$ cat src/rtl/reg_bank_arbiter_pkg.sv
// Shared types and constants for the register-bank arbiter.
package reg_bank_arbiter_pkg;

  // IDLE accepts a new request; RESP returns the data of the read just issued.
  typedef enum logic {
    IDLE = 1'b0,
    RESP = 1'b1
  } state_e;

  localparam int NUM_REQ  = 2;
  localparam int REQ_CORE = 0;
  localparam int REQ_DBG  = 1;

endpackage

$ cat src/rtl/rr_arbiter2.sv
// Two-way round-robin arbiter. When both requesters are active, the one
// that did not win last time gets the grant. The pointer moves only when
// a grant is actually taken (adv).
module rr_arbiter2 (
  input  logic       clk,
  input  logic       rst_n,
  input  logic [1:0] req,
  input  logic       adv,
  output logic [1:0] gnt
);

  logic last_q, last_d;

  // Grant selection and pointer advance.
  always_comb begin
    gnt    = req;
    last_d = last_q;
    if (req[0] && req[1]) gnt = last_q ? 2'b01 : 2'b10;
    if (adv && (|gnt)) last_d = gnt[1];
  end

  // Pointer register; resets to 1 so requester 0 wins the first contest.
  always_ff @(posedge clk or negedge rst_n) begin
    if (!rst_n) last_q <= 1'b1;
    else        last_q <= last_d;
  end

endmodule

$ cat src/rtl/reg_bank_arbiter.sv
// Shares a single-write/dual-read register bank between the core datapath
// and the debug/loader requester. Writes commit in one cycle; reads take
// an issue cycle plus a response cycle.
module reg_bank_arbiter
  import reg_bank_arbiter_pkg::*;
#(
  parameter int BITS     = 8,
  parameter int REG_BITS = 8,
  parameter int REG_SIZE = 2
) (
  input  logic                  clk,
  input  logic                  rst_n,
  input  logic [1:0]            req_valid,
  input  logic [1:0]            req_write,
  input  logic [2*REG_BITS-1:0] req_addr_a,
  input  logic [2*REG_BITS-1:0] req_addr_b,
  input  logic [2*BITS-1:0]     req_wdata,
  output logic [1:0]            req_ready,
  output logic [1:0]            rsp_valid,
  output logic [BITS-1:0]       rsp_data_a,
  output logic [BITS-1:0]       rsp_data_b,
  output logic                  bank_write_enable,
  output logic [REG_BITS-1:0]   bank_address_a,
  output logic [REG_BITS-1:0]   bank_address_b,
  output logic [REG_BITS-1:0]   bank_write_address,
  output logic [BITS-1:0]       bank_write_data,
  input  logic [BITS-1:0]       bank_data_a,
  input  logic [BITS-1:0]       bank_data_b
);

  state_e              state_q, state_d;
  logic                gidx_q, gidx_d;
  logic                oor_a_q, oor_a_d;
  logic                oor_b_q, oor_b_d;
  logic [REG_BITS-1:0] addr_a_q, addr_a_d;
  logic [REG_BITS-1:0] addr_b_q, addr_b_d;

  logic [1:0]          arb_req, gnt;
  logic                gidx;
  logic [REG_BITS-1:0] sel_a, sel_b;
  logic [BITS-1:0]     sel_wdata;
  logic                sel_write, sel_oor_a, sel_oor_b;

  logic [1:0]          ready_int, rsp_int;
  logic                we_int;
  logic [REG_BITS-1:0] ba_int, bb_int, wa_int;
  logic [BITS-1:0]     wd_int;

  // Requests are only arbitrated while the bank is free.
  assign arb_req = (state_q == IDLE) ? req_valid : 2'b00;

  rr_arbiter2 u_arb (
    .clk   (clk),
    .rst_n (rst_n),
    .req   (arb_req),
    .adv   (1'b1),
    .gnt   (gnt)
  );

  // Pick the granted requester's fields and classify its addresses.
  always_comb begin
    gidx      = gnt[1];
    sel_a     = gidx ? req_addr_a[2*REG_BITS-1:REG_BITS] : req_addr_a[REG_BITS-1:0];
    sel_b     = gidx ? req_addr_b[2*REG_BITS-1:REG_BITS] : req_addr_b[REG_BITS-1:0];
    sel_wdata = gidx ? req_wdata[2*BITS-1:BITS] : req_wdata[BITS-1:0];
    sel_write = gidx ? req_write[1] : req_write[0];
    sel_oor_a = (int'(sel_a) >= REG_SIZE);
    sel_oor_b = (int'(sel_b) >= REG_SIZE);
  end

  // Next-state and bank drive. Read addresses are captured so the bank
  // keeps seeing them through the response cycle.
  always_comb begin
    state_d   = state_q;
    gidx_d    = gidx_q;
    oor_a_d   = oor_a_q;
    oor_b_d   = oor_b_q;
    addr_a_d  = addr_a_q;
    addr_b_d  = addr_b_q;
    ready_int = 2'b00;
    rsp_int   = 2'b00;
    we_int    = 1'b0;
    wa_int    = '0;
    wd_int    = '0;
    ba_int    = addr_a_q;
    bb_int    = addr_b_q;
    case (state_q)
      IDLE: begin
        if (|gnt) begin
          ready_int = gnt;
          if (sel_write) begin
            // Out-of-range writes are accepted but dropped.
            we_int = !sel_oor_a;
            wa_int = sel_a;
            wd_int = sel_wdata;
          end else begin
            ba_int   = sel_a;
            bb_int   = sel_b;
            addr_a_d = sel_a;
            addr_b_d = sel_b;
            oor_a_d  = sel_oor_a;
            oor_b_d  = sel_oor_b;
            gidx_d   = gidx;
            state_d  = RESP;
          end
        end
      end
      RESP: begin
        rsp_int[gidx_q] = 1'b1;
        state_d         = IDLE;
      end
      default: state_d = IDLE;
    endcase
  end

  // Control and captured-read registers.
  always_ff @(posedge clk or negedge rst_n) begin
    if (!rst_n) begin
      state_q  <= IDLE;
      gidx_q   <= 1'b0;
      oor_a_q  <= 1'b0;
      oor_b_q  <= 1'b0;
      addr_a_q <= '0;
      addr_b_q <= '0;
    end else begin
      state_q  <= state_d;
      gidx_q   <= gidx_d;
      oor_a_q  <= oor_a_d;
      oor_b_q  <= oor_b_d;
      addr_a_q <= addr_a_d;
      addr_b_q <= addr_b_d;
    end
  end

  // Everything combinational is held at zero while reset is asserted.
  assign req_ready          = rst_n ? ready_int : 2'b00;
  assign rsp_valid          = rst_n ? rsp_int   : 2'b00;
  assign bank_write_enable  = rst_n & we_int;
  assign bank_address_a     = rst_n ? ba_int : '0;
  assign bank_address_b     = rst_n ? bb_int : '0;
  assign bank_write_address = rst_n ? wa_int : '0;
  assign bank_write_data    = rst_n ? wd_int : '0;
  assign rsp_data_a         = (rst_n && !oor_a_q) ? bank_data_a : '0;
  assign rsp_data_b         = (rst_n && !oor_b_q) ? bank_data_b : '0;

endmodule

$ cat config.mk
export PLATFORM = sky130hd
export DESIGN_NAME = reg_bank_arbiter
export DESIGN_NICKNAME = d
export VERILOG_FILES = /design/src/rtl/reg_bank_arbiter_pkg.sv /design/src/rtl/rr_arbiter2.sv /design/src/rtl/reg_bank_arbiter.sv
export SDC_FILE = /design/constraint.sdc
export NUM_CORES = 1
export LEC_CHECK = 0
export ABC_AREA = 1
export BUFFER_PORTS_ARGS = -buffer_cell sky130_fd_sc_hd__buf_2
export CELL_PAD_IN_SITES_DETAIL_PLACEMENT = 0
export CELL_PAD_IN_SITES_GLOBAL_PLACEMENT = 1
export CORE_AREA = 3 3 91 93
export CTS_CLUSTER_SIZE = 10
export DETAILED_ROUTE_END_ITERATION = 7
export DIE_AREA = 0 0 94 96
export MAX_ROUTING_LAYER = met4
export PLACE_DENSITY_LB_ADDON = 0.2
export SLEW_MARGIN = 20
export SYNTH_ARGS = -nofsm -noshare
export SYNTH_HDL_FRONTEND = slang
export SYNTH_SLANG_ARGS = --single-unit
$ cat constraint.sdc
create_clock -name clk -period 1.5 [get_ports clk]
set_input_delay 0.075 -clock clk [delete_from_list [all_inputs] [get_ports clk]]
set_output_delay 0.075 -clock clk [all_outputs]
set_load 0.01 [all_outputs]
==> results.toml <==
[global_route]
grt_pass1_wl_mm = 9.701
use_met3_pct = 1.486
busiest_layer = "met2"
grt_pass1_vias = 2145
grt_max_degree = 17
grt_util_met1_pct = 17.19
antenna_found_initial = 0
grt_use_total_pct = 14.12
grt-ovfl-total = 0
met2_usage_pct = 24.66

[clock_tree]
cts_buffers = 3
root_buffer = "clkbuf_8"
cts_max_path_buffers = 2
cts_tree = "done"
htreeDepth = 1
clkSlewWorstSetupHoldPaths_ns = 0.08
clock_sinks = 21
clock_latency_ns = 0.26

[setup_path]
crit_fanout = 9
crit_chain = "nand2_2, nand3_4, nand2_2, o21ai_4, nand2_4, buf_12, nand2_1, nand2_1, nor2_1, buf_2"
crit_path_start_kind = "flop"
crit_type = "flop to output pin"
max_stage_delay_ns = 0.54
worst_setup_path_end_kind = "output pin"
critical_path_required_ns = 1.42
cp.arrival_ns = 1.81
crit_slowest_cell = "dfstp_2"

[routing]
ant_nets = 0
totalWireLength_mm = 6.484
wl_per_cell_microns = 11.73
routed_via_density = 4.112
vias = 2274
firstDrtPassIters = 4
drc_errors = 0
drt_iter0_drc = 49

[floorplan]
pin_count = 123
die_y_microns = 96
die_area_sq_um = 9024
core_area_sq_um = 7607
dieWidth_microns = 94
initial_utilization_pct = 23.62
rows = 32

[placement]
io_buffers = 122
dpl_cell_area_sq_um = 2650
place_hpwl_mm = 5.149
gp_congestion = 0.8130

[status]
outcome = "finished, violations left"
violations = "negative setup slack"

[sta]
worst_hold_slack_ns = 0.06456
fin_crit_ns = 1.890
fin_setup_tns_ns = -11.31
setup_viol_count_final = 36
grt_setup_unrepaired = "true"
relSlewSlack_pct = 72.08
final.setup_skew_ns = 0.004052
setup_ws_ns = -0.3899
drv_slew = 0
timing.final.crit_share_pct = 126.0
final-hold-violation-count = 0
worstMarginPinSlew_ns = 0.4184
fmaxAchievable_mhz = 529.1

[layout]
layout-drive-gt1-share_pct = 45.45
syn2layout_area_growth_pct = 62.26
diodes = 0
fin_util_pct = 38.32
fin_area_sq_um = 2915
nets = 522

[power_and_ir_drop]
p_leak_nw = 1.873
max-vdd-ir-drop_v = 0.0003464
power_density_nw_per_um2 = 906.9

[synth]
synth_area_sq_um = 1797
ys_seq_area_share_pct = 29.32
synth_cell_types = 27
ys_ff_latch = 21
yosys_warnings = 0
avgSynthCellArea_sq_um = 5.872
netlist_instances = 306
synth.area.top_cells = "dfrtp_1, nand2_1, inv_1"
synth_area_leader_cell = "dfrtp_1"
synth_nets = 376
yosys.area.top_type_share_pct = 27.86

[flow_run]
drv_cap = 0

[min_path]
hold_class = "input pin to flop"
-- power breakdown --
| group | internal, mW | switching, mW | total, mW |
|---|---|---|---|
| clock | 0.185 | 0.193 | 0.378 |
| sequential | 0.744 | 0.0549 | 0.798 |
| combinational | 0.631 | 0.836 | 1.47 |
-- final timing paths --
path	start	endpoint	slack, ns	cells past startpoint
worst max register to register	u_arb.last_q	oor_b_q	-0.04	11
min in group asynchronous	rst_n	addr_a_q[2]	0.25	2
worst max-delay path	u_arb.last_q	bank_address_b[1]	-0.39	10
max in group asynchronous	rst_n	addr_a_q[7]	0.75	3
worst min register to register	oor_b_q	oor_b_q	0.48	2
worst min-delay path	req_write[1]	gidx_q	0.06	2
-- repair_timing --
| action | 4_1_cts | 5_1_grt |
|---|---|---|
| hold buffers | 1 | 0 |
| hold endpoints to repair | 21 | 0 |
| resized for setup | 22 | 18 |
| endpoints found under the setup margin | 36 | 44 |
| buffers inserted | 5 | 5 |
| cloned | 2 | 1 |
| pin swaps | 1 | 3 |
-- area by class of cell --
class	instances	area (sq um)
clock buffers	3	41.29
clock inverters	1	5.005
fillers	843	4692
inverters	76	289.0
multi-input cells	195	992.2
flip-flops and latches	21	526.8
well taps	102	127.6
repair buffers	155	933.4
-- cell families (layout without fill, tap and decap cells) --
logic type,after synthesis,after routing,share of synthesized area (%)
flip-flops,21,21,29.32
AO/OA/AOI/OAI,13,13,4.666
buffers and inverters,91,235,21.03
AND/OR/NAND/NOR,181,182,44.99
-- layer usage --
metal | vias to the layer above | part of all wire (%)
met5 | - | 0
met4 | 0 | 1.1
met3 | 4 | 6.0
met2 | 85 | 49
met1 | 1002 | 44
li1 | 1183 | -
-- per-stage QoR --
| stage | std cells | power [mW] | setup WS (ns) |
|---|---|---|---|
| 2_1_floorplan | 306 | 1.591 | 0.007562 |
| 5_1_grt | 553 | 2.871 | -0.4860 |
| 3_5_place_dp | 536 | 2.135 | -0.1510 |
| 4_1_cts | 548 | 2.642 | -0.3712 |
| 6_report | 553 | 2.644 | -0.3899 |
| 3_3_place_gp | 536 | 2.129 | -0.1451 |
-- placed cells by master (no fill, tap or decap) --
cell type      netlist  layout
o21ai_0              1       1
nor2_4               1       1
o21ai_2              0       1
inv_2                4       4
a21oi_2              1       4
clkbuf_8             0       3
buf_12               0       4
nor2_1              46      40
nand2_1             86      66
inv_1               72      71
nand2_4              2       2
buf_6                3       4
nand3_1             31      31
o21ai_4              1       1
clkinvlp_4           0       1
o22ai_1              1       1
nand4_1              2       2
dlygate4sd3_1        0       1
nand3b_4             1       2
dfstp_2              1       1
a21oi_1              7       4
a211oi_1             1       1
dfrtp_1             20      20
nand2_2              1      21
nand3b_1             6       6
buf_2                5     122
nand3_4              1       1
buf_8                0       1
nor2_2               0       6
nor3_1               2       2
clkinv_2             0       1
or2_2                2       2
buf_4                2      23
-- Yosys cell counts --
| cell type | count |
|---|---|
| clkbuf_1 | 5 |
| a211oi_1 | 1 |
| buf_4 | 2 |
| a21oi_2 | 1 |
| dfstp_2 | 1 |
| nand3_4 | 1 |
| dfrtp_1 | 20 |
| o21ai_0 | 1 |
| nand3b_1 | 6 |
| o21ai_1 | 1 |
| nand2_2 | 1 |
| nand3_1 | 31 |
| buf_2 | 5 |
| nand2_4 | 2 |
| nand4_1 | 2 |
| o22ai_1 | 1 |
| nand3b_4 | 1 |
| nor2_1 | 46 |
| nor3_1 | 2 |
| or2_2 | 2 |
| nor2_4 | 1 |
| o21ai_4 | 1 |
| inv_1 | 72 |
| buf_6 | 3 |
| nand2_1 | 86 |
| inv_2 | 4 |
| a21oi_1 | 7 |
-- flip-flops by register name, summed over array words and instances, names as in the netlist --
signal	flops
u_arb.last_q	1
addr_b_q	8
gidx_q	1
state_q	1
addr_a_q	8
oor_b_q	1
oor_a_q	1
-- critical path, delay by kind of cell (launching register included) --
kind            cells  cell delay, ns
buf+inv             2            0.31
simple gates        7            0.60
compound gates      1            0.11
flops               1            0.54
Power figures use the tool's default switching activity.
